[config.mk]
export PLATFORM = sky130hd
export DESIGN_NAME = pacman_tile_fetch
export DESIGN_NICKNAME = d
export VERILOG_FILES = /design/src/rtl/pacman_video_pkg.sv /design/src/rtl/pacman_tile_addr.sv /design/src/rtl/pacman_tile_fetch.sv
export SDC_FILE = /design/constraint.sdc
export NUM_CORES = 1
export LEC_CHECK = 0
export CORE_ASPECT_RATIO = 0.5
export CORE_MARGIN = 3
export CORE_UTILIZATION = 35
export DETAILED_ROUTE_END_ITERATION = 7
export GPL_TIMING_DRIVEN = 0
export PLACE_DENSITY = 0.65
export SYNTH_ARGS = -nofsm -noshare
export SYNTH_HDL_FRONTEND = slang
export SYNTH_SLANG_ARGS = --single-unit
export TNS_END_PERCENT = 5
[constraint.sdc]
create_clock -name clk -period 5.86 [get_ports clk]
set_input_delay 1.465 -clock clk [delete_from_list [all_inputs] [get_ports clk]]
set_output_delay 1.465 -clock clk [all_outputs]
set_load 0.005 [all_outputs]
[src/rtl/pacman_video_pkg.sv]
// rtl/pacman_video_pkg.sv - shared video/frame-buffer constants and tile-fetch state type
package pacman_video_pkg;

    localparam int TILE_COLS = 28;
    localparam int TILE_ROWS = 36;

    localparam logic [15:0] FB_TILE_BASE  = 16'h4000;
    localparam logic [15:0] FB_COLOR_BASE = 16'h4400;

    localparam logic [4:0] LAST_COL = 5'(TILE_COLS - 1);
    localparam logic [5:0] LAST_ROW = 6'(TILE_ROWS - 1);

    typedef enum logic [2:0] {
        IDLE,
        ADDR,
        CAPT,
        OUT,
        DONE
    } fetch_state_t;

endpackage

[src/rtl/pacman_tile_addr.sv]
// rtl/pacman_tile_addr.sv - screen (col,row) to 11-bit frame-buffer offset
//
// Ports:
//   col    in  5   screen column 0..27
//   row    in  6   screen row 0..35
//   offset out 11  offset into the tile-code / color regions
module pacman_tile_addr
    import pacman_video_pkg::*;
(
    input  logic [4:0]  col,
    input  logic [5:0]  row,
    output logic [10:0] offset
);

    logic [10:0] col_w;
    logic [10:0] row_w;

    assign col_w = {6'd0, col};
    assign row_w = {5'd0, row};

    // The playfield (rows 2..33) is stored column-major and mirrored in x;
    // the two top and two bottom status rows are stored row-major, each
    // 32 entries wide with a 2-entry border on either side.
    always_comb begin
        if (row < 6'd2) begin
            offset = 11'h3C0 + (row_w << 5) + (11'd29 - col_w);
        end else if (row > 6'd33) begin
            offset = ((row_w - 11'd34) << 5) + (11'd29 - col_w);
        end else begin
            offset = 11'h040 + (({6'd0, LAST_COL} - col_w) << 5) + (row_w - 11'd2);
        end
    end

endmodule

[src/rtl/pacman_tile_fetch.sv]
// rtl/pacman_tile_fetch.sv - per-frame raster walk of tile code/color from the frame buffer
//
// Ports:
//   clk, reset             clock, synchronous active-high reset
//   frame_start            vblank pulse, starts a walk when idle
//   fb_douta / fb_doutb    frame-buffer read data (tile code / color byte)
//   tile_ready             renderer accepts the presented tile
//   gpu_addr_out1 / 2      tile-code / color read addresses, 0 when not reading
//   tile_valid + payload   tile_code, tile_color, tile_col, tile_row
//   busy, frame_done       walk in progress / one-cycle end-of-frame pulse
module pacman_tile_fetch
    import pacman_video_pkg::*;
#(
    parameter int COLOR_W = 5
) (
    input  logic               clk,
    input  logic               reset,
    input  logic               frame_start,
    input  logic [7:0]         fb_douta,
    input  logic [7:0]         fb_doutb,
    input  logic               tile_ready,
    output logic [15:0]        gpu_addr_out1,
    output logic [15:0]        gpu_addr_out2,
    output logic               tile_valid,
    output logic [7:0]         tile_code,
    output logic [COLOR_W-1:0] tile_color,
    output logic [4:0]         tile_col,
    output logic [5:0]         tile_row,
    output logic               busy,
    output logic               frame_done
);

    fetch_state_t state, state_next;

    logic [4:0]  col_q;
    logic [5:0]  row_q;
    logic [10:0] offset;
    logic        last_tile;
    logic        cnt_clear;
    logic        cnt_advance;
    logic        capture;
    logic        drive_addr;

    pacman_tile_addr u_tile_addr (
        .col    (col_q),
        .row    (row_q),
        .offset (offset)
    );

    assign last_tile = (col_q == LAST_COL) && (row_q == LAST_ROW);

    always_ff @(posedge clk) begin
        if (reset) begin
            state <= IDLE;
        end else begin
            state <= state_next;
        end
    end

    always_comb begin
        state_next  = state;
        cnt_clear   = 1'b0;
        cnt_advance = 1'b0;
        capture     = 1'b0;
        drive_addr  = 1'b0;
        tile_valid  = 1'b0;
        frame_done  = 1'b0;
        busy        = 1'b1;
        case (state)
            IDLE: begin
                busy = 1'b0;
                if (frame_start) begin
                    cnt_clear  = 1'b1;
                    state_next = ADDR;
                end
            end
            ADDR: begin
                drive_addr = 1'b1;
                state_next = CAPT;
            end
            CAPT: begin
                // Read data for the ADDR-cycle address is stable here.
                drive_addr = 1'b1;
                capture    = 1'b1;
                state_next = OUT;
            end
            OUT: begin
                tile_valid = 1'b1;
                if (tile_ready) begin
                    if (last_tile) begin
                        state_next = DONE;
                    end else begin
                        cnt_advance = 1'b1;
                        state_next  = ADDR;
                    end
                end
            end
            DONE: begin
                frame_done = 1'b1;
                state_next = IDLE;
            end
            default: begin
                busy       = 1'b0;
                state_next = IDLE;
            end
        endcase
    end

    // A nonzero address is how the memory manager detects a GPU read, so
    // the buses must be exactly zero whenever the CPU should own the buffer.
    assign gpu_addr_out1 = drive_addr ? (FB_TILE_BASE  | {5'd0, offset}) : 16'h0000;
    assign gpu_addr_out2 = drive_addr ? (FB_COLOR_BASE | {5'd0, offset}) : 16'h0000;

    always_ff @(posedge clk) begin
        if (reset) begin
            col_q <= 5'd0;
            row_q <= 6'd0;
        end else if (cnt_clear) begin
            col_q <= 5'd0;
            row_q <= 6'd0;
        end else if (cnt_advance) begin
            if (col_q == LAST_COL) begin
                col_q <= 5'd0;
                row_q <= row_q + 6'd1;
            end else begin
                col_q <= col_q + 5'd1;
            end
        end
    end

    always_ff @(posedge clk) begin
        if (reset) begin
            tile_code  <= 8'd0;
            tile_color <= '0;
            tile_col   <= 5'd0;
            tile_row   <= 6'd0;
        end else if (capture) begin
            tile_code  <= fb_douta;
            tile_color <= fb_doutb[COLOR_W-1:0];
            tile_col   <= col_q;
            tile_row   <= row_q;
        end
    end

endmodule

---- Yosys cells after proc, flatten, opt, wreduce, memory -nomap -nowiden ----
Index checks and enable logic that the tools add are counted.
cells by class
  order comparisons ....................... 2
  equality and inequality tests ........... 8
  $add $sub $neg .......................... 11
  muxes and demuxes ....................... 19
  reductions and logical operators ........ 7
operator list
  operator                                              count
  adder 11 bit                                          3
  two-way mux 15 bit                                    2
  two-way mux 11 bit                                    2
  one-hot mux 3 bit (4 select lines)                    1
  subtractor 5 x 5 -> 6 bit, first input constant       2
  adder 10 x 11 -> 11 bit, first input constant         1
  adder 7 x 11 -> 11 bit, first input constant          1
  two-way mux 1 bit                                     10
  two-way mux 3 bit                                     3
  subtractor 6 x 2 -> 7 bit, second input constant      1
  adder 6 x 1 -> 6 bit, second input constant           1
  == test 3 x 2 -> 1 bit, second input constant         2
  == test 6 bit, second input constant                  1
  greater-than comparator 6 bit, second input constant  1
  < comparator 6 x 2 -> 1 bit, second input constant    1
  subtractor 6 bit, second input constant               1
  adder 5 x 1 -> 5 bit, second input constant           1
  == test 5 bit, second input constant                  1
  two-way mux 5 bit                                     1
  != test 2 bit, second input constant                  2
  AND reduction 2 bit                                   2
  OR reduction 2 bit                                    2
  OR reduction 4 bit                                    1
  == test 3 x 1 -> 1 bit, second input constant         1
  other kinds (3)                                       3
word-level totals
  bits of input ports ..................... 20
  register bits ........................... 38
  output and inout port bits .............. 59
  logic and storage cells ................. 54

---- Logic depth before layout (Yosys ltp) ----
  depth after elaboration ................. 6
  depth in mapped cells ................... 16

---- By module ----
Synthesis repeated with hierarchy kept, for this count alone.
unflattened totals
  cell total of the unflattened synthesis .. 345
  area, all modules ....................... 2747.6 µm²
modules (own cells, without submodules)
  module             cells each  seq. area each (µm²)  instances  area each (µm²)
  pacman_tile_fetch  219         760.7                 1          1766.7
  pacman_tile_addr   126         0.0                   1          980.9

---- Worst setup path before layout ----
No wires, ideal clock.
  path type ............................... register to output
  from .................................... reg row_q[1]
  to ...................................... out gpu_addr_out2[8]
  path buffers ............................ 2
  setup slack ............................. 1.447 ns
  cell stages (with the launch flop) ...... 15
  data required time ...................... 4.395 ns
  arrival ................................. 2.948 ns
  path through ............................ dfxtp_1 > inv_1 > ha_1 > or3b_4 > or2_0 > buf_2 > nand2_2 > ha_1 > ha_1 > inv_1 > fa_1 > xnor2_1 > a211oi_1 > a211oi_1 > buf_4
between the ends
  cells in the longest elaborated chain, start to end .. 5
  elaborated cells on any way between the ends .. 11
ends and longest elaborated chain
  item                                                                  line                                            RTL
  start: declaration                                                    pacman_tile_fetch.sv:36                         logic [5:0] row_q;
  start signal: assignment                                              pacman_tile_fetch.sv:124                        row_q <= row_q + 6'd1;
  subtractor 6 x 2 -> 7 bit / subtractor 6 bit (equally long branches)  pacman_tile_addr.sv:30, pacman_tile_addr.sv:28
  adder 11 bit, on equally long branches                                pacman_tile_addr.sv:30, pacman_tile_addr.sv:28
  two-way mux 11 bit                                                    pacman_tile_addr.sv:27                          end else if (row > 6'd33) begin
  two-way mux 11 bit (*)                                                pacman_tile_addr.sv:25                          if (row < 6'd2) begin
  two-way mux 15 bit (*)                                                pacman_tile_fetch.sv:112                        assign gpu_addr_out2 = drive_addr ? (FB_COLOR_BASE | {5'd0, offset}) : 16'h0000;
  end: declaration                                                      pacman_tile_fetch.sv:23                         output logic [15:0] gpu_addr_out2,
Every way passes the cells marked *; elsewhere a longest branch is shown, timed or not.

---- Worst setup path in the final report ----
  from .................................... reg row_q[1]
  to ...................................... out gpu_addr_out1[10]
between the ends
  cells in the longest elaborated chain, start to end .. 5
  elaborated cells on any way between the ends .. 11
ends and longest elaborated chain
  item                                                                  line                                            RTL
  subtractor 6 x 2 -> 7 bit / subtractor 6 bit (equally long branches)  pacman_tile_addr.sv:30, pacman_tile_addr.sv:28
  adder 11 bit, on equally long branches                                pacman_tile_addr.sv:30, pacman_tile_addr.sv:28
  two-way mux 11 bit                                                    pacman_tile_addr.sv:27
  two-way mux 11 bit (*)                                                pacman_tile_addr.sv:25
  two-way mux 15 bit (*)                                                pacman_tile_fetch.sv:111                        assign gpu_addr_out1 = drive_addr ? (FB_TILE_BASE | {5'd0, offset}) : 16'h0000;
  end: declaration                                                      pacman_tile_fetch.sv:22                         output logic [15:0] gpu_addr_out1,
Marks and branches as above.

==> run metrics <==
result of the run=finished, final reports clean; top area cells in the synthesized netlist=dfxtp_1 (27%), ha_1 (15%), nand2_1 (8.0%); worst slew margin relative to its limit=63.0%; Hold Startpoint=tile_col[3]; number of endpoints with negative hold slack in the final report=0; cell-internal power=538 µW; slowest library cell on the worst path=clkdlybuf4s50_1; clock latency of the later-clocked register in the worst-skew pair=0.28 ns; Comb power frac=24.3%; Die Y=68.9 µm; warnings from Yosys=0; Cells after Synth=358; layout overhead on the synthesized area=35.0%; library cell with the largest summed area after synthesis=dfxtp_1; Tightest Pin Transition=0.555 ns; number of enable flip-flop cells after synthesis=0; antenna cells=0; area of the mapped netlist=0.00277 mm²; Period Utilization, post-route=93.1%; R2R Path Start=col_q[2]; top-count cell post-synth=nand2_1; worst-path maximum fanout=10; Clock power frac=37.6%; Register-to-Register Setup Slack=3.89 ns; DR pass1 iterations=4; CP arrival=3.99 ns; final setup TNS=0 ns; CP max stage delay=0.54 ns; leakage component of the power=1.56 nW; # nets final=494; r2r endpoint=col_q[4]; DP Wirelength=5040 µm; clock root cell=clkbuf_16; class of the worst hold path=flip-flop to flip-flop; Clk pin slew, worst setup/hold paths=0.05 ns; CP delay by family, top=buffers and inverters; TritonCTS buffer count=5; final RePlAce weighted congestion=0.834; number of buffers added on ports=66; list of most frequent post-synthesis cells=nand2_1 (59), a21oi_1 (39), dfxtp_1 (38), ha_1 (33), inv_1 (30); count of boundary I/O pins=79; TritonCTS clock tree=yes; post-CTS repair timing setup buffer count=0; total vias in the final route=2493; share of layout cells above drive strength 1=9.34%; Worst VDD drop=0.000100 V; number of violations of the max-capacitance limit=0; total wirelength of the detailed-routed design=6550 µm; sequence of cells on the critical path=inv_1, ha_1, or3b_4, or2_0, buf_2, nand2_2, ha_1, ha_1, inv_1, fa_1, inv_1, a21o_1, a21oi_1, xnor2_1, o22ai_1, a211oi_2, clkdlybuf4s50_1; Hold WS=0.452 ns; Crit path required time=4.39 ns; Top FF cell, synth=dfxtp_1; CTS H-tree lvls=2; Pwr Total=707 µW; Max Clock Skew=0.00336 ns; Flop pwr share=38.1%; Hold Crit Endpoint=tile_col[3]; highest attainable clock frequency=183 MHz; maximum clock insertion buffer count=2; overall die width=132 µm; initial core utilization=36.9%; via count normalized by instance count=4.56; shortest clock period the worst path allows after layout=5.45 ns; sw frac=23.9%; Setup crit end kind=primary output; number of design-rule violations left by the first detailed-router iteration=138; aggregate global routing overflow=0; remaining antenna violation count=0; hold_buf cts=0; post-synthesis sequential area ratio=27.4%; worst setup path category=flip-flop to primary output; Yosys top cell area share=27.4%; via count of the first global-routing pass=2336; maximum number of pins on one net before global-route repair=12; post-synthesis register bit count=38; average instance area after synthesis=7.74 µm²; std cell rows=22; post-detailed-route wirelength per cell=12.0 µm; number of distinct library cell variants in the gate-level netlist after synthesis=41; post-detailed-route DRC marker count=0; total die area=0.00909 mm²; RSZ-0062 raised after global routing=false; area inside the core boundary=0.00751 mm²; first-pass GRT wire length=11100 µm; power density of the placed cells=189 mW/mm²; total buffers and inverters traversed by the critical path=5; category of the worst setup path launch point=flip-flop; overall track demand over capacity in global routing=14.8%; number of fill cells=764; switching power of the nets=169 µW; Worst R2R Path Depth=7; Final setup violation count=0; number of antenna violations at the first check in global routing=0; share of flip-flops with an asynchronous set or reset=0%; Hold Path Cell Cnt=2; number of clock sinks=38; final count of pins violating max slew=0
[worst reg2reg max path, delay by kind of cell (launching register included)]
family / cells / cell delay [ns]
fa+ha+maj: 1 / 0.25
compound gates: 1 / 0.18
flops: 1 / 0.53
simple gates: 4 / 0.81
buf+inv: 1 / 0.12
[cell usage in the layout, fill, tap and decap left out, drive strengths merged]
master,synthesis,routed
nor2b,1,1
clkinv,0,1
conb,1,8
or2,1,1
buf,25,25
a21oi,39,39
nand2,61,61
o31a,1,1
nand4,2,2
o21a,2,2
a211oi,10,10
a21o,5,5
o21ai,7,7
inv,30,30
fa,3,3
nand3,10,10
or3b,1,1
mux2i,3,3
nand2b,1,1
and4,1,1
and3,5,5
nor4,1,1
clkdlybuf4s50,0,66
dfxtp,38,38
nor2,24,24
clkbuf,14,21
xor2,7,7
ha,33,33
o22ai,1,1
a31o,1,1
nand4b,1,1
xnor2,18,18
nor3,8,8
or3,3,3
[cell families (layout without fill, tap and decap cells)]
family	Yosys count	in the layout	share of synthesized area (%)
AOI/OAI and AO/OA	66	66	14.1
xor gates and xnor gates	25	25	7.90
adders and majority gates	36	36	17.1
buffers and inverters	69	143	12.6
DFF	38	38	27.4
muxes	3	3	1.08
other	1	8	0.135
and+or+nand+nor	120	120	19.7
[flip-flops by register name, summed over array words and instances, names as in the netlist]
register and cells:
row_q 6, tile_code 8, tile_col 5, col_q 5, state 3, tile_color 5
tile_row 6
[power by group through the flow]
stage	combinational [mW]	clock [mW]	sequential, mW
5_1_grt	0.190	0.284	0.270
3_5_place_dp	0.173	0	0.275
2_1_floorplan	0.0775	0	0.275
4_1_cts	0.175	0.276	0.269
6_report	0.172	0.266	0.269
3_3_place_gp	0.173	0	0.275
[timing repair]
item / 4_1_cts / 5_1_grt
hold endpoints to repair: 0 / 0
endpoints found under the setup margin: 0 / 1
gates resized for setup: 0 / 1
[metal layers]
| layer | part of all wire [%] | global-route usage (%) | wire, µm |
|---|---|---|---|
| met5 | 0 | 0 | 0 |
| met4 | 1.2 | 3.66 | 77 |
| met3 | 4.9 | 2.54 | 323 |
| met2 | 43 | 24.7 | 2830 |
| met1 | 51 | 20.2 | 3320 |
[through the flow]
| stage | cell area [µm²] | std cells | worst slack, ns | util (%) |
|---|---|---|---|---|
| after floorplan | 2800 | 365 | 1.45 | - |
| after global placement | 3590 | 539 | 0.567 | 47.8 |
| after detailed placement | 3590 | 539 | 0.576 | 47.8 |
| after CTS | 3740 | 547 | 0.267 | 49.8 |
| after global routing | 3740 | 547 | 0.143 | 49.8 |
| final | 3740 | 547 | 0.406 | 49.8 |
[worst max-delay path by stage]
stage,from,to,slack (ns),cells after the start
floorplan,row_q[1],gpu_addr_out2[8],1.45,14
global placement,row_q[1],gpu_addr_out1[10],0.57,17
finish,row_q[1],gpu_addr_out1[10],0.41,17
detailed placement,row_q[1],gpu_addr_out1[10],0.58,17
CTS,row_q[1],gpu_addr_out1[10],0.27,17
global route,row_q[1],gpu_addr_out2[7],0.14,15
[area by class of cell]
| type | instances | area, µm² | area share (%) |
|---|---|---|---|
| multi-input cells | 258 | 1690 | 45.1 |
| flip-flops and latches | 38 | 762 | 20.4 |
| repair buffers | 66 | 661 | 17.6 |
| plain buffers | 39 | 238 | 6.35 |
| clock buffers | 7 | 143 | 3.81 |
| well taps | 108 | 135 | 3.61 |
| inverters | 30 | 113 | 3.01 |
| clock inverters | 1 | 5.00 | 0.134 |
Power figures use the tool's default switching activity.
